===== src/rtl/exu_mdu_pkg.sv =====
// Shared definitions for the EXU multiply-divide unit: FSM encodings, M-extension
// func3 names and the OP-class opcode/func7 that route an instruction here.
package exu_mdu_pkg;

  localparam int MDU_XLEN = 32;

  localparam logic [6:0] OPC_OP          = 7'b0110011;
  localparam logic [6:0] FUNC7_0_000_001 = 7'b0000001;

  typedef enum logic [2:0] {
    ST_IDLE = 3'd0,
    ST_PREP = 3'd1,
    ST_CALC = 3'd2,
    ST_FIX  = 3'd3,
    ST_DONE = 3'd4
  } mdu_state_e;

  localparam logic [2:0] F3_MUL    = 3'b000;
  localparam logic [2:0] F3_MULH   = 3'b001;
  localparam logic [2:0] F3_MULHSU = 3'b010;
  localparam logic [2:0] F3_MULHU  = 3'b011;
  localparam logic [2:0] F3_DIV    = 3'b100;
  localparam logic [2:0] F3_DIVU   = 3'b101;
  localparam logic [2:0] F3_REM    = 3'b110;
  localparam logic [2:0] F3_REMU   = 3'b111;

endpackage


===== src/rtl/exu_mdu_iter_step.sv =====
// One combinational iteration of UNROLL bits: shift-add for multiply, restoring
// shift-subtract for divide. {acc, a} is the working register pair in both cases.
module exu_mdu_iter_step #(
  parameter int XLEN   = 32,
  parameter int UNROLL = 1
) (
  input  logic            is_div_in,
  input  logic [XLEN:0]   acc_in,
  input  logic [XLEN-1:0] a_in,
  input  logic [XLEN-1:0] b_in,
  output logic [XLEN:0]   acc_out,
  output logic [XLEN-1:0] a_out
);

  logic [XLEN:0]   acc;
  logic [XLEN:0]   trial;
  logic [XLEN-1:0] a;

  always_comb begin
    acc   = acc_in;
    a     = a_in;
    trial = '0;
    for (int i = 0; i < UNROLL; i++) begin
      if (is_div_in) begin
        acc   = {acc[XLEN-1:0], a[XLEN-1]};
        a     = {a[XLEN-2:0], 1'b0};
        // borrow out of the top bit means the divisor did not fit
        trial = acc - {1'b0, b_in};
        if (!trial[XLEN]) begin
          acc  = trial;
          a[0] = 1'b1;
        end
      end else begin
        if (a[0]) acc = acc + {1'b0, b_in};
        a   = {acc[0], a[XLEN-1:1]};
        acc = {1'b0, acc[XLEN:1]};
      end
    end
    acc_out = acc;
    a_out   = a;
  end

endmodule


===== src/rtl/exu_mdu.sv =====
// Iterative RV32M/RV64M multiply-divide unit with valid/ready request and response.
//   state | meaning
//   IDLE  | ready for a request
//   PREP  | take magnitudes, record sign, catch div-by-zero / overflow
//   CALC  | retire UNROLL bits per cycle
//   FIX   | apply sign, select result half
//   DONE  | response valid, held until consumed
module exu_mdu
  import exu_mdu_pkg::*;
#(
  parameter int XLEN    = MDU_XLEN,
  parameter int XREG_AW = 5,
  parameter int UNROLL  = 1
) (
  input  logic               clk,
  input  logic               rst_n,
  input  logic               flush_in,
  input  logic               req_valid_in,
  output logic               req_ready_out,
  input  logic [2:0]         func3_in,
  input  logic [XLEN-1:0]    rs1_in,
  input  logic [XLEN-1:0]    rs2_in,
  input  logic [XREG_AW-1:0] rd_addr_in,
  output logic               resp_valid_out,
  input  logic               resp_ready_in,
  output logic [XLEN-1:0]    rd_out,
  output logic [XREG_AW-1:0] rd_addr_out,
  output logic               rd_en_out,
  output logic               busy_out
);

  localparam int CW = $clog2(XLEN / UNROLL);
  localparam logic [CW-1:0] CNT_INIT = CW'(XLEN / UNROLL - 1);
  localparam logic [XLEN-1:0] MOST_NEG = {1'b1, {(XLEN-1){1'b0}}};

  mdu_state_e         state_q, state_d;
  logic [2:0]         func3_q, func3_d;
  logic [XREG_AW-1:0] rd_addr_q, rd_addr_d;
  logic [XLEN-1:0]    a_q, a_d, b_q, b_d, result_q, result_d;
  logic [XLEN:0]      acc_q, acc_d;
  logic [CW-1:0]      cnt_q, cnt_d;
  logic               neg_q, neg_d;

  logic [XLEN:0]      step_acc;
  logic [XLEN-1:0]    step_a;
  logic               is_div, s1, s2, div0, ovf;
  logic [2*XLEN-1:0]  prod, prod_s;
  logic [XLEN-1:0]    quo_s, rem_s;

  exu_mdu_iter_step #(.XLEN(XLEN), .UNROLL(UNROLL)) u_step (
    .is_div_in (is_div),
    .acc_in    (acc_q),
    .a_in      (a_q),
    .b_in      (b_q),
    .acc_out   (step_acc),
    .a_out     (step_a)
  );

  always_ff @(posedge clk or negedge rst_n) begin
    if (!rst_n) begin
      state_q   <= ST_IDLE;
      func3_q   <= '0;
      rd_addr_q <= '0;
      a_q       <= '0;
      b_q       <= '0;
      acc_q     <= '0;
      cnt_q     <= '0;
      neg_q     <= 1'b0;
      result_q  <= '0;
    end else begin
      state_q   <= state_d;
      func3_q   <= func3_d;
      rd_addr_q <= rd_addr_d;
      a_q       <= a_d;
      b_q       <= b_d;
      acc_q     <= acc_d;
      cnt_q     <= cnt_d;
      neg_q     <= neg_d;
      result_q  <= result_d;
    end
  end

  // Operand classification on the raw operands latched at accept
  always_comb begin
    is_div = func3_q[2];
    s1     = a_q[XLEN-1] && (func3_q != F3_MULHU) && (func3_q != F3_DIVU) && (func3_q != F3_REMU);
    s2     = b_q[XLEN-1] && ((func3_q == F3_MUL) || (func3_q == F3_MULH) ||
                             (func3_q == F3_DIV) || (func3_q == F3_REM));
    div0   = is_div && (b_q == '0);
    ovf    = is_div && !func3_q[0] && (a_q == MOST_NEG) && (&b_q);
  end

  always_comb begin
    state_d = state_q;
    case (state_q)
      ST_IDLE: if (req_valid_in)   state_d = ST_PREP;
      ST_PREP: state_d = (div0 || ovf) ? ST_DONE : ST_CALC;
      ST_CALC: if (cnt_q == '0)    state_d = ST_FIX;
      ST_FIX:  state_d = ST_DONE;
      ST_DONE: if (resp_ready_in)  state_d = ST_IDLE;
      default: state_d = ST_IDLE;
    endcase
    if (flush_in) state_d = ST_IDLE;
  end

  always_comb begin
    prod   = {acc_q[XLEN-1:0], a_q};
    prod_s = neg_q ? -prod : prod;
    quo_s  = neg_q ? -a_q : a_q;
    rem_s  = neg_q ? -acc_q[XLEN-1:0] : acc_q[XLEN-1:0];

    func3_d   = func3_q;
    rd_addr_d = rd_addr_q;
    a_d       = a_q;
    b_d       = b_q;
    acc_d     = acc_q;
    cnt_d     = cnt_q;
    neg_d     = neg_q;
    result_d  = result_q;
    case (state_q)
      ST_IDLE: begin
        if (req_valid_in && !flush_in) begin
          func3_d   = func3_in;
          rd_addr_d = rd_addr_in;
          a_d       = rs1_in;
          b_d       = rs2_in;
        end
      end
      ST_PREP: begin
        a_d   = s1 ? -a_q : a_q;
        b_d   = s2 ? -b_q : b_q;
        acc_d = '0;
        cnt_d = CNT_INIT;
        neg_d = (is_div && func3_q[1]) ? s1 : (s1 ^ s2);
        if (div0)     result_d = func3_q[1] ? a_q : '1;
        else if (ovf) result_d = func3_q[1] ? '0 : a_q;
      end
      ST_CALC: begin
        acc_d = step_acc;
        a_d   = step_a;
        cnt_d = cnt_q - CW'(1);
      end
      ST_FIX: begin
        case (func3_q)
          F3_MUL:                       result_d = prod_s[XLEN-1:0];
          F3_MULH, F3_MULHSU, F3_MULHU: result_d = prod_s[2*XLEN-1:XLEN];
          F3_DIV, F3_DIVU:              result_d = quo_s;
          default:                      result_d = rem_s;
        endcase
      end
      default: ;
    endcase
  end

  always_comb begin
    req_ready_out  = (state_q == ST_IDLE);
    resp_valid_out = (state_q == ST_DONE);
    busy_out       = (state_q != ST_IDLE);
    rd_en_out      = resp_valid_out && (rd_addr_q != '0);
  end

  assign rd_out      = result_q;
  assign rd_addr_out = rd_addr_q;

endmodule


===== config.mk =====
export PLATFORM = sky130hd
export DESIGN_NAME = exu_mdu
export DESIGN_NICKNAME = d
export VERILOG_FILES = /design/src/rtl/exu_mdu_pkg.sv /design/src/rtl/exu_mdu_iter_step.sv /design/src/rtl/exu_mdu.sv
export SDC_FILE = /design/constraint.sdc
export NUM_CORES = 1
export LEC_CHECK = 0
export ABC_AREA = 1
export CAP_MARGIN = 20
export CORE_MARGIN = 1.5
export CORE_UTILIZATION = 33
export DETAILED_ROUTE_END_ITERATION = 8
export PLACE_DENSITY = 0.52
export SYNTH_ARGS = -nofsm -noshare
export SYNTH_HDL_FRONTEND = slang
export SYNTH_HIERARCHICAL = 1
export SYNTH_SLANG_ARGS = --single-unit

===== constraint.sdc =====
create_clock -name clk -period 2.8 [get_ports clk]
set_clock_uncertainty 0.15 [all_clocks]
set_input_delay 0.28 -clock clk [delete_from_list [all_inputs] [get_ports clk]]
set_output_delay 0.28 -clock clk [all_outputs]
set_load 0.1 [all_outputs]

### After elaboration in Yosys (flattened, before gate mapping)

Index checks and enable logic that the tools add are counted.

* add/sub/neg operators: 7
* eq/ne operators: 21
* multiplexer cells: 29
* bitwise operators: 1
* reductions and logical operators: 35

Operator list (number)
* 32-bit 2-to-1 mux: 11
* 32-bit case mux with 3 select lines: 2
* 32-bit case mux with 2 select lines: 2
* 33-bit 2-to-1 mux: 3
* 32-bit negator: 3
* 33-bit case mux with 2 select lines: 1
* 64-bit 2-to-1 mux: 1
* 64-bit negator: 1
* 33-bit by 32-bit adder with 33-bit output: 1
* 33-bit by 32-bit subtractor with 33-bit output: 1
* 32-bit equality test, second input constant: 1
* 32-bit zero test: 1
* 32-bit AND reduction: 1
* 3-bit 2-to-1 mux: 5
* 3-bit inequality test, second input constant: 5
* 3-bit case mux with 5 select lines: 1
* 3-bit by 2-bit equality test with 1-bit output, second input constant: 4
* 3-bit equality test, second input constant: 4
* 1-bit logical AND: 11
* 5-bit case mux with 2 select lines: 1
* 3-bit AND reduction: 3
* 3-bit by 1-bit equality test with 1-bit output, second input constant: 2
* 3-bit zero test: 2
* 3-bit by 2-bit inequality test with 1-bit output, second input constant: 2
* other kinds (14): 24

* flip-flop bits (word level): 146
* input port bits: 77
* output and inout port bits: 41
* word-level logic and storage cells: 102

### Logic depth before layout (Yosys ltp)

Gate-level depths: netlist (run 1).

* depth after elaboration: 8
* mapped depth: 21
* mapped depth without buffers: 21

### Hierarchy

Netlist (run 1), hierarchy kept.

By module, submodules not included
* exu_mdu: times used 1, cells each 1720, area an instance 11213.3 um^2, sequential area each 3653.5 um^2
* exu_mdu_iter_step: times used 1, cells each 1364, area an instance 6339.8 um^2, sequential area each 0.0 um^2

### Worst setup path before layout (run 1)

No wires, ideal clock.

* path kind: register -> output
* from: register state_q[1]
* to: output rd_en_out
* arrival: 3707 ps
* required time: 2370 ps
* slack: -1337 ps
* cell stages (with the launch flop): 4
* path buffers: 0
* cells stage by stage: dfrtp_1 nor3_1 o21ai_0 inv_1

* cells in the longest elaborated chain, start to end: 2

RTL lines
* start, declared: line exu_mdu.sv:36 `mdu_state_e state_q, state_d;`
* start signal, assigned: line exu_mdu.sv:71 `state_q <= state_d;`
* 3-bit equality test: line exu_mdu.sv:157 `resp_valid_out = (state_q == ST_DONE);`
* named net resp_valid_out: line exu_mdu.sv:24 `output logic resp_valid_out,`
* 1-bit logical AND: line exu_mdu.sv:159 `rd_en_out = resp_valid_out && (rd_addr_q != '0);`
* end, declared: line exu_mdu.sv:28 `output logic rd_en_out,`

The timed path passes the listed nets, and every way through them passes these cells.

### Worst setup path after layout (run 1)

* from: register a_q[31]
* to: register acc_q[4]

* cells in the longest elaborated chain, start to end: 4

RTL lines
* start, declared: line exu_mdu.sv:39 `logic [XLEN-1:0] a_q, a_d, b_q, b_d, result_q, result_d;`
* start signal, assigned: line exu_mdu.sv:64 `a_q <= '0;`
* start signal, assigned: line exu_mdu.sv:74 `a_q <= a_d;`
* 33-bit by 32-bit subtractor with 33-bit output: line exu_mdu_iter_step.sv:28 `trial = acc - {1'b0, b_in};`
* 33-bit 2-to-1 mux: line exu_mdu_iter_step.sv:29 `if (!trial[XLEN]) begin`
* 33-bit 2-to-1 mux: line exu_mdu_iter_step.sv:24 `if (is_div_in) begin`
* named net step_acc[4]: line exu_mdu.sv:44 `logic [XLEN:0] step_acc;`
* 33-bit case mux with 2 select lines: line exu_mdu.sv:120 `case (state_q)`
* end signal, assigned: line exu_mdu.sv:66 `acc_q <= '0;`
* end signal, assigned: line exu_mdu.sv:76 `acc_q <= acc_d;`
* end, declared: line exu_mdu.sv:40 `logic [XLEN:0] acc_q, acc_d;`

The timed path passes the listed nets, and every way through them passes these cells.
A chain may end at the register's enable or synchronous reset.

==> out/summary.json, run 1 <==
{
  "power_and_ir_drop": {
    "comb_power_share_pct": 79.8,
    "power.share.clock_pct": 8.3,
    "power.density_cell_area_nw_per_um2": 1520,
    "sequentialPowerShare_pct": 11.9,
    "total_switching_power_mw": 20.4,
    "power_switching_share_pct": 59.9,
    "p_int_mw": 13.6,
    "vdd_ir_drop_max_v": 0.00100,
    "power.leakage_nw": 11.6
  },
  "critical_path": {
    "crit_path_start_kind": "register",
    "r2r_setup_slack_ns": -0.05,
    "critPathKind": "register to register",
    "critical_path.max_fanout": 8,
    "timing.critical_path.arrival_ns": 3.06,
    "critPathLaunch": "a_q[31]",
    "reg2reg_depth": 20,
    "critical_path_end_type": "register",
    "worstReg2RegEnd": "acc_q[4]",
    "cp_data_required_time_ns": 3.01,
    "rr_startpoint": "a_q[31]"
  },
  "cts": {
    "ctsRootBufferMaster": "sky130_fd_sc_hd__clkbuf_16",
    "cts.path.max_buffers": 2,
    "clk_latency_ns": 0.50,
    "clock_tree_from_tritoncts": "built",
    "htree_levels": 4,
    "worst_setup_hold_path_clk_slew_ns": 0.06,
    "cts.sink_count": 146,
    "cts-buffers-inserted": 17
  },
  "sta": {
    "postLayoutSetupSlackWorst_ns": -0.0531,
    "hold_viol": 0,
    "max_freq_ghz": 0.351,
    "max_slew.worst_pin.slew_ns": 0.942,
    "timing_max_transition_violations_final": 0,
    "slew_headroom_pct": 37.1,
    "layout_min_cycle_time_ns": 2.85,
    "timing.final.setup_violations": 4,
    "setup_repair_after_global_routing_missed_its_margin": "yes",
    "finalHoldWorstSlack_ns": 0.173,
    "timing.final.crit_share_pct": 102
  },
  "synthesis": {
    "post_synth_instance_area_um2": 17600,
    "yosysWarnings": 6,
    "synth.avg_cell_area_um2": 5.69,
    "postSynth.asyncResetShare_pct": 100,
    "synth_top_flop_cell": "sky130_fd_sc_hd__dfrtp_1",
    "edff_count_synth": 0,
    "synth-seq-area-share_pct": 20.8,
    "synth-seq-cells": 146,
    "synth.largest_area_cell": "sky130_fd_sc_hd__nand2_1",
    "synthCells": 3084,
    "synth.net_count": 3234,
    "synthTopCellsByArea": "sky130_fd_sc_hd__nand2_1 22%, sky130_fd_sc_hd__dfrtp_1 21%, sky130_fd_sc_hd__inv_1 10%",
    "synthDistinctLibCells": 60,
    "yosys.area.top_type_share_pct": 22.3
  },
  "routing": {
    "drt_iter0_drc": 2616,
    "drt_pre_antenna_iters": 5,
    "dr.max_layer_used": "met4",
    "routed_wl_um": 88400,
    "wl_met1_um": 41300,
    "via_cell_ratio": 5.36,
    "detailroute.wirelength.met2_um": 36500,
    "ant_nets": 0,
    "post-route-drc-count": 0,
    "met3RoutedLength_um": 8200,
    "wl_per_cell_um": 21.6,
    "vias": 21900
  },
  "grt": {
    "vias_in_the_first_global_route": 20400,
    "antenna_found_initial": 3,
    "global_route_wire_length_before_repair_um": 130000,
    "total_grt_overflow": 0,
    "track_usage_pct": 32.4,
    "maximum_number_of_pins_on_one_net_before_global_route_repair": 89
  },
  "place": {
    "placement.io_buffers": 117,
    "placement.cell_area_um2": 21000,
    "placed_cells": 4035,
    "place_worst_setup_slack_ns": -0.330,
    "gp_congestion": 0.993,
    "place_hpwl_um": 71100
  },
  "worst_hold_path": {
    "hold_path_class": "input pin to async pin"
  },
  "floorplanning": {
    "die_height_um": 234,
    "ioPinCount": 118,
    "placementRows": 84,
    "core_area_um2": 52600,
    "floorplan.die_area_um2": 54600,
    "initial_utilization_pct": 33.4,
    "chipWidth_um": 234
  },
  "cells_and_area": {
    "final_util_pct": 42.7,
    "finalInstanceArea_um2": 22500,
    "area_growth_pct": 27.9,
    "drive_gt1_share_pct": 17.3,
    "finalNetCount": 3534,
    "finalNonFillerCells": 4085,
    "num-fill-cells": 5812,
    "antennaDiodeCount": 0
  },
  "run_status": {
    "failed_checks": "negative setup slack",
    "status": "complete, but fails checks"
  },
  "flow_run": {
    "max_capacitance_violation_total": 0
  }
}
==> cells in the mapped netlist, types with 5 or more instances <==
master and number:
sky130_fd_sc_hd__o22ai_1 15, sky130_fd_sc_hd__inv_1 469, sky130_fd_sc_hd__o21bai_1 7, sky130_fd_sc_hd__nor3_1 15, sky130_fd_sc_hd__nand4_1 24, sky130_fd_sc_hd__nand2_1 1041, sky130_fd_sc_hd__a21oi_1 175, sky130_fd_sc_hd__a21oi_2 22
sky130_fd_sc_hd__o21a_1 5, sky130_fd_sc_hd__or2_2 7, sky130_fd_sc_hd__or2_0 10, sky130_fd_sc_hd__nor2_1 297, sky130_fd_sc_hd__clkbuf_1 51, sky130_fd_sc_hd__xnor2_1 6, sky130_fd_sc_hd__dfrtp_1 146, sky130_fd_sc_hd__o211ai_1 17
sky130_fd_sc_hd__o21ai_0 189, sky130_fd_sc_hd__nor2_2 11, sky130_fd_sc_hd__a221oi_1 26, sky130_fd_sc_hd__buf_2 27, sky130_fd_sc_hd__o21ai_1 18, sky130_fd_sc_hd__inv_2 29, sky130_fd_sc_hd__buf_1 8, sky130_fd_sc_hd__nand3_1 210
sky130_fd_sc_hd__nand3_2 8, sky130_fd_sc_hd__a22oi_1 24, sky130_fd_sc_hd__nand2_4 6, sky130_fd_sc_hd__buf_6 5, sky130_fd_sc_hd__ha_1 71, sky130_fd_sc_hd__nand2_2 27, sky130_fd_sc_hd__xor2_1 60
==> how the worst max path moves through the flow <==
stage           endpoint  depth (start not counted)
2_1_floorplan   acc_q[4]                         19
3_3_place_gp   acc_q[19]                         18
3_5_place_dp   acc_q[31]                         20
4_1_cts        acc_q[15]                         19
5_1_grt         acc_q[6]                         19
6_report        acc_q[4]                         20
==> stage by stage <==
step           power [mW]  setup TNS, ns
6_report             34.0         -0.108
3_5_place_dp         28.9          -9.84
5_1_grt              36.3          -4.01
3_3_place_gp         28.9          -9.63
2_1_floorplan        19.3              0
4_1_cts              32.6        -0.0202
==> logic make-up (layout without fill, tap and decap cells) <==
kind of cell	after synthesis	after routing	synth area share [%]
AO/OA/AOI/OAI	517	518	17.0
adder cells (fa/ha/maj)	73	73	5.29
AND/OR/NAND/NOR	1684	1685	40.2
flip-flops	146	146	20.8
buffers and inverters	598	909	13.4
XOR/XNOR	66	66	3.29
==> critical path: stages (launching register included) <==
cell	delay (ns)
sky130_fd_sc_hd__dfrtp_1	0.34
sky130_fd_sc_hd__inv_1	0.06
sky130_fd_sc_hd__ha_2	0.19
sky130_fd_sc_hd__fa_2	0.34
sky130_fd_sc_hd__inv_2	0.07
sky130_fd_sc_hd__nand2_2	0.07
sky130_fd_sc_hd__nand3b_4	0.10
sky130_fd_sc_hd__nand2_2	0.07
sky130_fd_sc_hd__nand2_4	0.10
sky130_fd_sc_hd__nand2_4	0.06
sky130_fd_sc_hd__nand2_2	0.08
sky130_fd_sc_hd__nand3_2	0.06
sky130_fd_sc_hd__nand2_2	0.08
sky130_fd_sc_hd__ha_4	0.25
sky130_fd_sc_hd__buf_6	0.14
sky130_fd_sc_hd__nor2_4	0.11
sky130_fd_sc_hd__inv_4	0.08
sky130_fd_sc_hd__o22ai_1	0.16
sky130_fd_sc_hd__a21oi_1	0.06
sky130_fd_sc_hd__nand2_1	0.07
sky130_fd_sc_hd__o21ai_0	0.07
==> layout by cell type (no fill, tap or decap), types with 14 or more instances in the layout <==
cell type,count
sky130_fd_sc_hd__a221oi_1,26
sky130_fd_sc_hd__a22oi_1,23
sky130_fd_sc_hd__inv_2,43
sky130_fd_sc_hd__ha_4,18
sky130_fd_sc_hd__a21oi_1,156
sky130_fd_sc_hd__nand3_2,14
sky130_fd_sc_hd__o211ai_1,17
sky130_fd_sc_hd__nor2_1,287
sky130_fd_sc_hd__buf_4,282
sky130_fd_sc_hd__a21oi_2,41
sky130_fd_sc_hd__dfrtp_1,142
sky130_fd_sc_hd__xor2_1,60
sky130_fd_sc_hd__clkbuf_16,17
sky130_fd_sc_hd__nand2_2,59
sky130_fd_sc_hd__inv_1,452
sky130_fd_sc_hd__nand4_1,24
sky130_fd_sc_hd__clkdlybuf4s50_1,75
sky130_fd_sc_hd__nor2_2,17
sky130_fd_sc_hd__o21ai_1,27
sky130_fd_sc_hd__nor3_1,14
sky130_fd_sc_hd__nand3_1,203
sky130_fd_sc_hd__nand2_1,1002
sky130_fd_sc_hd__ha_1,49
sky130_fd_sc_hd__o21ai_0,174
==> repair_timing <==
action                                 in CTS  in global routing
setup endpoints to repair                  64                 65
resized for setup                          71                100
hold buffers                                1                  0
cloned                                      2                  1
pin swaps                                   2                 15
setup buffers                               3                 11
endpoints found under the hold margin      47                  0
==> sequential cells by signal, summed over array words and instances, names as in the netlist <==
register / flops
b_q: 32
neg_q: 1
a_q: 32
func3_q: 3
acc_q: 33
rd_addr_out: 5
state_q: 3
cnt_q: 5
rd_out: 32
==> power by group through the flow <==
stage / clock network [mW] / registers (mW) / logic [mW]
5_1_grt: 2.93 / 4.16 / 29.2
3_5_place_dp: 0 / 4.02 / 24.9
4_1_cts: 2.86 / 4.03 / 25.7
3_3_place_gp: 0 / 4.00 / 24.9
2_1_floorplan: 0 / 5.93 / 13.3
6_report: 2.81 / 4.05 / 27.2
==> routing by layer <==
layer / vias up / global-route usage, %
li1: 10400 / -
met5: - / 0
met3: 127 / 6.29
met4: 0 / 9.29
met1: 10300 / 47.9
met2: 1053 / 47.0
==> cell type report <==
type / count / area, um^2 / share of cell area [%]
Inverter: 502 / 1900 / 8.45
Multi-Input combinational cell: 2342 / 12200 / 54.3
Tap cell: 688 / 861 / 3.83
Clock buffer: 23 / 488 / 2.17
Sequential cell: 146 / 3660 / 16.3
Clock inverter: 9 / 199 / 0.886
Timing Repair Buffer: 375 / 3150 / 14.0
Power figures use the tool's default switching activity.
==> inputs of run 2 (changes only) <==
--- a/config.mk
+++ b/config.mk
@@ -13,5 +13,4 @@
 export PLACE_DENSITY = 0.52
 export SYNTH_ARGS = -nofsm -noshare
 export SYNTH_HDL_FRONTEND = slang
-export SYNTH_HIERARCHICAL = 1
 export SYNTH_SLANG_ARGS = --single-unit
==> run 2 against run 1 <==
Against the previous run: the run still ends with negative setup slack left; routed wire length increased by 0.93%; synthesized cell count decreased by 1.7%; highest routed layer unchanged; sequential share of layout area decreased by 0.11 points; critical path type unchanged; hold slack got worse by 0.039 ns; fmax decreased by 2.1%; clock-buffer cell count decreased by 1; non-clock buffer count increased by 69.
==> out/summary.json, run 2 <==
{
  "run_status": {
    "status": "complete, but fails checks",
    "failed_checks": "negative setup slack"
  },
  "floorplanning": {
    "ioPinCount": {"value": 118, "change": "unchanged"},
    "placementRows": {"value": 83, "change": "-1.2%"},
    "initial_utilization": {"value": 33.6, "unit": "%", "change": "+0.23 points"},
    "chipWidth": {"value": 233, "unit": "um", "change": "-0.45%"},
    "die_height": {"value": 233, "unit": "um", "change": "-0.45%"},
    "core_area": {"value": 51700, "unit": "um^2", "change": "-1.6%"},
    "floorplan.die_area": {"value": 54100, "unit": "um^2", "change": "-0.90%"}
  },
  "critical_path": {
    "crit_path_start_kind": "register",
    "reg2reg_depth": {"value": 18, "change": "-10%"},
    "critical_path.max_fanout": {"value": 9, "change": "+1"},
    "rr_startpoint": "acc_q[6]",
    "cp_data_required_time": {"value": 3.08, "unit": "ns", "change": "+0.07 ns"},
    "critical_path_end_type": "register",
    "timing.critical_path.arrival": {"value": 3.20, "unit": "ns", "change": "+0.14 ns"},
    "critPathLaunch": "acc_q[6]",
    "critPathKind": "register to register"
  },
  "power_and_ir_drop": {
    "vdd_ir_drop_max": {"value": 0.000722, "unit": "V", "change": "-28%"},
    "power.density_cell_area": {"value": 1520, "unit": "nW/um^2", "change": "+0.38%"},
    "power.leakage": {"value": 11.1, "unit": "nW", "change": "-4.7%"}
  },
  "synthesis": {
    "synth.net_count": {"value": 3182, "change": "-1.6%"},
    "synthCells": {"value": 3032, "change": "-1.7%"},
    "synthDistinctLibCells": {"value": 55, "change": "-8.3%"},
    "yosys.area_share.simple": {"value": 42.2, "unit": "%", "change": "+1.9 points"},
    "synth_mux_area_share": {"value": 0, "unit": "%", "change": "unchanged"},
    "synth.largest_area_cell": "sky130_fd_sc_hd__dfrtp_1",
    "synth.avg_cell_area": {"value": 5.74, "unit": "um^2", "change": "+0.79%"},
    "post_synth_instance_area": {"value": 17400, "unit": "um^2", "change": "-0.91%"},
    "synth_compound_area_share": {"value": 18.2, "unit": "%", "change": "+1.2 points"},
    "synth_top_flop_cell": "sky130_fd_sc_hd__dfrtp_1",
    "list_of_most_frequent_post_synthesis_cells": "959 x sky130_fd_sc_hd__nand2_1, 326 x sky130_fd_sc_hd__nor2_1, 310 x sky130_fd_sc_hd__inv_1",
    "yosysWarnings": {"value": 0, "change": "-6"},
    "yosysMostFrequentCell": "sky130_fd_sc_hd__nand2_1",
    "synthTopCellsByArea": "sky130_fd_sc_hd__dfrtp_1 21%, sky130_fd_sc_hd__nand2_1 21%, sky130_fd_sc_hd__nand3_1 8.3%",
    "edff_count_synth": {"value": 0, "change": "unchanged"},
    "area_share_of_fa_ha_maj_cells_after_synthesis": {"value": 5.34, "unit": "%", "change": "+0.049 points"},
    "yosys.area.top_type_share": {"value": 21.0, "unit": "%", "change": "-1.3 points"},
    "synth-seq-cells": {"value": 146, "change": "unchanged"},
    "synth_top_family_by_area": "simple AND/OR/NAND/NOR gates",
    "synth_xor_area_share": {"value": 2.97, "unit": "%", "change": "-0.32 points"},
    "synth-seq-area-share": {"value": 21.0, "unit": "%", "change": "+0.19 points"},
    "postSynth.asyncResetShare": {"value": 100, "unit": "%", "change": "unchanged"}
  },
  "grt": {
    "total_grt_overflow": {"value": 0, "change": "unchanged"},
    "antenna_found_initial": {"value": 0, "change": "-3"},
    "global_route_wire_length_before_repair": {"value": 131000, "unit": "um", "change": "+1.0%"},
    "track_usage": {"value": 32.9, "unit": "%", "change": "+0.50 points"},
    "vias_in_the_first_global_route": {"value": 20100, "change": "-1.4%"},
    "maximum_number_of_pins_on_one_net_before_global_route_repair": {"value": 60, "change": "-33%"}
  },
  "sta": {
    "timing.final.crit_share": {"value": 104, "unit": "%", "change": "+2.2 points"},
    "postLayoutSetupSlackWorst": {"value": -0.114, "unit": "ns", "change": "-0.0613 ns"},
    "max_freq": {"value": 0.343, "unit": "GHz", "change": "-2.1%"},
    "setup_tns": {"value": -2.44, "unit": "ns", "change": "-2.33 ns"},
    "setup_repair_after_global_routing_missed_its_margin": "yes",
    "slew_headroom": {"value": 37.7, "unit": "%", "change": "+0.60 points"},
    "timing.final.setup_violations": {"value": 32, "change": "+28"},
    "layout_min_cycle_time": {"value": 2.91, "unit": "ns", "change": "+0.0613 ns"},
    "hold_viol": {"value": 0, "change": "unchanged"},
    "max_slew.worst_pin.slew": {"value": 0.924, "unit": "ns", "change": "-0.0178 ns"},
    "timing_max_transition_violations_final": {"value": 0, "change": "unchanged"}
  },
  "cts": {
    "clock_tree_from_tritoncts": "built",
    "clk_latency": {"value": 0.50, "unit": "ns", "change": "about the same"},
    "worst_setup_hold_path_clk_slew": {"value": 0.07, "unit": "ns", "change": "about the same"},
    "ctsRootBufferMaster": "sky130_fd_sc_hd__clkbuf_16",
    "cts-buffers-inserted": {"value": 17, "change": "unchanged"},
    "htree_levels": {"value": 4, "change": "unchanged"},
    "cts.path.max_buffers": {"value": 2, "change": "unchanged"},
    "cts.sink_count": {"value": 146, "change": "unchanged"}
  },
  "worst_hold_path": {
    "hold_path_class": "input pin to async pin"
  },
  "routing": {
    "drt_iter0_drc": {"value": 2760, "change": "+5.5%"},
    "drt_pre_antenna_iters": {"value": 6, "change": "+1"},
    "wl_per_cell": {"value": 22.0, "unit": "um", "change": "+1.5%"},
    "vias": {"value": 22300, "change": "+1.8%"},
    "routed_wl": {"value": 89200, "unit": "um", "change": "+0.93%"},
    "via_cell_ratio": {"value": 5.48, "change": "+2.4%"},
    "ant_nets": {"value": 0, "change": "unchanged"},
    "post-route-drc-count": {"value": 0, "change": "unchanged"}
  },
  "cells_and_area": {
    "area_growth_pct": 30.2,
    "num-fill-cells": {"value": 5681, "change": "-2.3%"},
    "layout.cells.most_common": "sky130_fd_sc_hd__nand2_1",
    "finalInstanceArea": {"value": 22700, "unit": "um^2", "change": "+0.87%"},
    "register_containing_the_most_flip_flops_in_the_final_layout": "acc_q",
    "final_cell_mix": "927 x sky130_fd_sc_hd__nand2_1, 355 x sky130_fd_sc_hd__buf_4, 313 x sky130_fd_sc_hd__nor2_1",
    "finalNetCount": {"value": 3520, "change": "-0.40%"},
    "drive_gt1_share": {"value": 18.7, "unit": "%", "change": "+1.3 points"},
    "largest_register_ff_count": {"value": 33, "change": "unchanged"}
  },
  "place": {
    "place_hpwl": {"value": 71700, "unit": "um", "change": "+0.93%"},
    "gp_congestion": {"value": 1.02, "change": "+2.7%"},
    "placement.cell_area": {"value": 21500, "unit": "um^2", "change": "+2.5%"},
    "placement.io_buffers": {"value": 117, "change": "unchanged"}
  },
  "flow_run": {
    "max_capacitance_violation_total": {"value": 0, "change": "unchanged"}
  }
}
## run 2: layer usage
| layer | routed length (um) | track usage, % | part of all wire, % | vias to the layer above |
|---|---|---|---|---|
| li1 | - | - | - | 10600 |
| met1 | 42500 | 50.4 | 48 | 10500 |
| met2 | 35900 | 46.0 | 40 | 1044 |
| met3 | 8720 | 6.61 | 9.8 | 113 |
| met4 | 2110 | 8.15 | 2.4 | 0 |
| met5 | 0 | 0 | 0 | - |
## run 2: final timing paths
path | to | slack (ns)
setup / recovery | acc_q[10] | -0.11
hold / removal | b_q[22] | 0.13
setup reg to reg | acc_q[10] | -0.11
hold reg to reg | rd_out[8] | 0.34
max in group asynchronous | rd_out[0] | 1.57
min in group clk | rd_addr_out[1] | 0.17
## run 2: area by class of cell
type | instances | area (um^2) | share of cell area, %
Antenna cell | 1 | 2.50 | 0.0110
Clock buffer | 22 | 464 | 2.05
Clock inverter | 10 | 123 | 0.541
Inverter | 333 | 1270 | 5.60
Multi-Input combinational cell | 2427 | 12600 | 55.7
Sequential cell | 146 | 3670 | 16.2
Tap cell | 680 | 851 | 3.76
Timing Repair Buffer | 444 | 3660 | 16.2
Timing Repair inverter | 1 | 6.26 | 0.0276
## run 2: cell families after synthesis
group           Yosys count
simple gates           1721
compound gates          574
buf+inv                 459
flops                   146
fa+ha+maj                73
xor+xnor                 59
## run 2: what timing repair did
action	4_1_cts	5_1_grt
pin swaps	9	25
resized for setup	66	61
hold buffers	1	0
buffers inserted	6	22
cloned	1	1
hold endpoints to repair	47	0
setup endpoints to repair	37	58
## run 2: power breakdown
| group | internal, mW | total (mW) | switching [mW] |
|---|---|---|---|
| Sequential | 3.07 | 4.17 | 1.10 |
| Combinational | 9.52 | 27.8 | 18.3 |
| Clock | 1.36 | 2.47 | 1.10 |
## run 2: critical path, cell delays in order, from the launching register on
cell,delay (ns)
sky130_fd_sc_hd__dfrtp_2,0.45
sky130_fd_sc_hd__ha_4,0.26
sky130_fd_sc_hd__nand2_1,0.06
sky130_fd_sc_hd__nand2_1,0.06
sky130_fd_sc_hd__nand2_1,0.08
sky130_fd_sc_hd__nand2_2,0.08
sky130_fd_sc_hd__a21oi_4,0.17
sky130_fd_sc_hd__nand2_4,0.09
sky130_fd_sc_hd__nand2_2,0.09
sky130_fd_sc_hd__nand2_2,0.05
sky130_fd_sc_hd__nand2_2,0.07
sky130_fd_sc_hd__a21oi_2,0.05
sky130_fd_sc_hd__or2_4,0.25
sky130_fd_sc_hd__ha_4,0.33
sky130_fd_sc_hd__buf_4,0.21
sky130_fd_sc_hd__nand3_1,0.11
sky130_fd_sc_hd__a21oi_1,0.12
sky130_fd_sc_hd__o21ai_0,0.10
sky130_fd_sc_hd__nand2_1,0.07
## run 2: per-stage QoR
| step | utilization, % | setup slack (ns) | power [mW] | hold WS [ns] | instances |
|---|---|---|---|---|---|
| CTS | 43.0 | -0.0951 | 33.0 | 0.134 | 4040 |
| finish | 43.8 | -0.114 | 34.5 | 0.134 | 4064 |
| global route | 43.8 | -0.269 | 36.8 | 0.182 | 4063 |
| global placement | 41.5 | -0.234 | 29.8 | 0.134 | 4000 |
| floorplan | - | -0.0730 | 19.6 | -0.166 | 3032 |
| detailed placement | 41.5 | -0.250 | 29.9 | 0.137 | 4000 |
==> inputs of run 3 (changes only) <==
--- a/config.mk
+++ b/config.mk
@@ -10,6 +10,7 @@
 export CORE_MARGIN = 1.5
 export CORE_UTILIZATION = 33
 export DETAILED_ROUTE_END_ITERATION = 8
+export GPL_ROUTABILITY_DRIVEN = 0
 export PLACE_DENSITY = 0.52
 export SYNTH_ARGS = -nofsm -noshare
 export SYNTH_HDL_FRONTEND = slang
==> run 3 against run 2 <==
Against the previous run: the run still ends with negative setup slack left; die area did not move; final cell count fell by 1.1%; global-route usage fell by 2.4 points; clock-buffer cell count fell by 2; non-clock buffer count fell by 42; via count fell by 0.79%; clock power rose by 6%; utilization fell by 0.41 points.
==> out/summary.json, run 3 (synthesized netlist as in run 2, its figures left out) <==
{
  "grt": {
    "global_route_wire_length_before_repair": {"value": 125000, "unit": "um", "change": "-4.9%"},
    "maximum_number_of_pins_on_one_net_before_global_route_repair": {"value": 71, "change": "+18%"},
    "antenna_found_initial": {"value": 1, "change": "+1"},
    "total_grt_overflow": {"value": 0, "change": "unchanged"},
    "vias_in_the_first_global_route": {"value": 20300, "change": "+0.70%"},
    "track_usage": {"value": 30.5, "unit": "%", "change": "-2.4 points"}
  },
  "routing": {
    "routed_wl": {"value": 83100, "unit": "um", "change": "-6.8%"},
    "via_cell_ratio": {"value": 5.50, "change": "+0.30%"},
    "post-route-drc-count": {"value": 0, "change": "unchanged"},
    "drt_iter0_drc": {"value": 2817, "change": "+2.1%"},
    "ant_nets": {"value": 0, "change": "unchanged"},
    "wl_per_cell": {"value": 20.7, "unit": "um", "change": "-5.8%"},
    "vias": {"value": 22100, "change": "-0.79%"},
    "drt_pre_antenna_iters": {"value": 6, "change": "unchanged"}
  },
  "critical_path": {
    "timing.critical_path.arrival": {"value": 3.24, "unit": "ns", "change": "+0.04 ns"},
    "crit_path_start_kind": "register",
    "reg2reg_depth": {"value": 18, "change": "unchanged"},
    "critPathKind": "register to register",
    "critical_path.max_fanout": {"value": 8, "change": "-1"},
    "critical_path_end_type": "register",
    "cp_data_required_time": {"value": 3.04, "unit": "ns", "change": "-0.04 ns"}
  },
  "power_and_ir_drop": {
    "power.share.clock": {"value": 7.8, "unit": "%", "change": "+0.6 points"},
    "total_switching_power": {"value": 20.0, "unit": "mW", "change": "-2.6%"},
    "finalPower": {"value": 33.7, "unit": "mW", "change": "-2.1%"},
    "power.leakage": {"value": 10.9, "unit": "nW", "change": "-1.9%"},
    "power_switching_share": {"value": 59.2, "unit": "%", "change": "-0.27 points"},
    "vdd_ir_drop_max": {"value": 0.000597, "unit": "V", "change": "-17%"},
    "sequentialPowerShare": {"value": 12.4, "unit": "%", "change": "+0.3 points"},
    "comb_power_share": {"value": 79.8, "unit": "%", "change": "-0.9 points"},
    "p_int": {"value": 13.7, "unit": "mW", "change": "-1.5%"},
    "power.density_cell_area": {"value": 1500, "unit": "nW/um^2", "change": "-1.2%"}
  },
  "cells_and_area": {
    "final_util": {"value": 43.4, "unit": "%", "change": "-0.41 points"},
    "layout.cells.most_common": "sky130_fd_sc_hd__nand2_1",
    "largest_register_ff_count": {"value": 33, "change": "unchanged"},
    "register_containing_the_most_flip_flops_in_the_final_layout": "acc_q",
    "drive_gt1_share": {"value": 18.1, "unit": "%", "change": "-0.63 points"},
    "num-fill-cells": {"value": 5620, "change": "-1.1%"},
    "multi_input_area": {"value": 12700, "unit": "um^2", "change": "+0.51%"},
    "antennaDiodeCount": {"value": 0, "change": "-1"},
    "area_growth_pct": 29.0,
    "final_cell_mix": "931 x sky130_fd_sc_hd__nand2_1, 313 x sky130_fd_sc_hd__nor2_1, 311 x sky130_fd_sc_hd__buf_4",
    "seq_area": {"value": 3670, "unit": "um^2", "change": "about the same"},
    "finalNetCount": {"value": 3477, "change": "-1.2%"}
  },
  "place": {
    "place_worst_setup_slack": {"value": -0.227, "unit": "ns", "change": "+0.0230 ns"},
    "placement.io_buffers": {"value": 117, "change": "unchanged"},
    "place_hpwl": {"value": 66600, "unit": "um", "change": "-7.2%"}
  },
  "floorplanning": {
    "core_area": {"value": 51700, "unit": "um^2", "change": "unchanged"},
    "placementRows": {"value": 83, "change": "unchanged"},
    "initial_utilization": {"value": 33.6, "unit": "%", "change": "unchanged"},
    "chipWidth": {"value": 233, "unit": "um", "change": "unchanged"},
    "ioPinCount": {"value": 118, "change": "unchanged"},
    "die_height": {"value": 233, "unit": "um", "change": "unchanged"},
    "floorplan.die_area": {"value": 54100, "unit": "um^2", "change": "unchanged"}
  },
  "run_status": {
    "failed_checks": "negative setup slack",
    "status": "complete, but fails checks"
  },
  "sta": {
    "layout_min_cycle_time": {"value": 3.00, "unit": "ns", "change": "+0.0843 ns"},
    "finalHoldWorstSlack": {"value": 0.185, "unit": "ns", "change": "+0.0509 ns"},
    "timing.final.crit_share": {"value": 107, "unit": "%", "change": "+3.0 points"},
    "slew_headroom": {"value": 50.1, "unit": "%", "change": "+12 points"},
    "setup_repair_after_global_routing_missed_its_margin": "yes",
    "max_freq": {"value": 0.333, "unit": "GHz", "change": "-2.8%"},
    "max_slew.worst_pin.slew": {"value": 0.741, "unit": "ns", "change": "-0.183 ns"},
    "postLayoutSetupSlackWorst": {"value": -0.199, "unit": "ns", "change": "-0.0843 ns"},
    "setup_tns": {"value": -4.74, "unit": "ns", "change": "-2.30 ns"},
    "timing_max_transition_violations_final": {"value": 0, "change": "unchanged"},
    "timing.final.setup_violations": {"value": 33, "change": "+3.1%"},
    "hold_viol": {"value": 0, "change": "unchanged"}
  },
  "cts": {
    "ctsRootBufferMaster": "sky130_fd_sc_hd__clkbuf_16",
    "clk_latency": {"value": 0.49, "unit": "ns", "change": "about the same"},
    "cts.path.max_buffers": {"value": 2, "change": "unchanged"},
    "htree_levels": {"value": 4, "change": "unchanged"},
    "cts-buffers-inserted": {"value": 17, "change": "unchanged"},
    "worst_setup_hold_path_clk_slew": {"value": 0.07, "unit": "ns", "change": "about the same"},
    "cts.sink_count": {"value": 146, "change": "unchanged"},
    "clock_tree_from_tritoncts": "built"
  },
  "flow_run": {
    "max_capacitance_violation_total": {"value": 0, "change": "unchanged"}
  },
  "worst_hold_path": {
    "hold_path_class": "input pin to register",
    "worstHoldPathCells": 3
  }
}
## run 3: path summary, 6_finish.rpt
check                            endpoint          start  slack, ns
max                             acc_q[10]        b_q[18]      -0.20
min                        rd_addr_out[1]  rd_addr_in[1]       0.18
max reg2reg                     acc_q[10]        b_q[18]      -0.20
min reg2reg                    rd_out[13]     rd_out[13]       0.33
max in group asynchronous         a_q[11]          rst_n       1.47
min in group asynchronous         b_q[28]          rst_n       0.22
## run 3: critical path, cell delays in order, from the launching register on
cell                      delay (ns)
sky130_fd_sc_hd__dfrtp_1        0.38
sky130_fd_sc_hd__inv_1          0.16
sky130_fd_sc_hd__ha_1           0.28
sky130_fd_sc_hd__nand2_1        0.13
sky130_fd_sc_hd__nor2_4         0.04
sky130_fd_sc_hd__nand2_1        0.08
sky130_fd_sc_hd__nand2_2        0.08
sky130_fd_sc_hd__a21oi_2        0.18
sky130_fd_sc_hd__nand2_2        0.09
sky130_fd_sc_hd__nand2_2        0.08
sky130_fd_sc_hd__a21oi_2        0.06
sky130_fd_sc_hd__or2_4          0.26
sky130_fd_sc_hd__ha_4           0.32
sky130_fd_sc_hd__buf_6          0.11
sky130_fd_sc_hd__buf_8          0.13
sky130_fd_sc_hd__nand3_4        0.09
sky130_fd_sc_hd__a21oi_2        0.12
sky130_fd_sc_hd__o21ai_1        0.07
sky130_fd_sc_hd__nand2_1        0.10
## run 3: per-layer routing
metal,part of all wire [%],wire [um],vias to the layer above,GRT usage [%]
li1,-,-,10500,-
met1,45,37600,10300,45.1
met2,40,33300,1170,42.9
met3,12,9610,134,7.52
met4,3.1,2610,0,9.31
met5,0,0,-,0
## run 3: layout make-up
type                            count  share of cell area (%)
Clock buffer                       20                    1.99
Clock inverter                     12                   0.808
Inverter                          333                    5.67
Multi-Input combinational cell   2427                    56.5
Sequential cell                   146                    16.3
Tap cell                          680                    3.79
Timing Repair Buffer              402                    14.9
## run 3: repair_timing
item                                    4_1_cts  5_1_grt
resized for setup                            75       74
hold buffers                                  1        0
hold endpoints to repair                     49        0
gates cloned                                  0        1
pin swaps                                    14       15
buffers inserted                             15        7
endpoints found under the setup margin       35       72
## run 3: power groups by stage
stage          clock [mW]  sequential [mW]  combinational, mW
2_1_floorplan           0             5.85               13.8
3_3_place_gp            0             4.14               24.6
3_5_place_dp            0             4.16               24.7
4_1_cts              2.65             4.15               25.4
5_1_grt              2.73             4.30               29.0
6_report             2.61             4.19               26.9
## run 3: through the flow
| step | std cells | instance area (um^2) |
|---|---|---|
| 2_1_floorplan | 3032 | 17800 |
| 3_3_place_gp | 3964 | 21200 |
| 3_5_place_dp | 3964 | 21200 |
| 4_1_cts | 4012 | 22100 |
| 5_1_grt | 4020 | 22400 |
| 6_report | 4020 | 22400 |
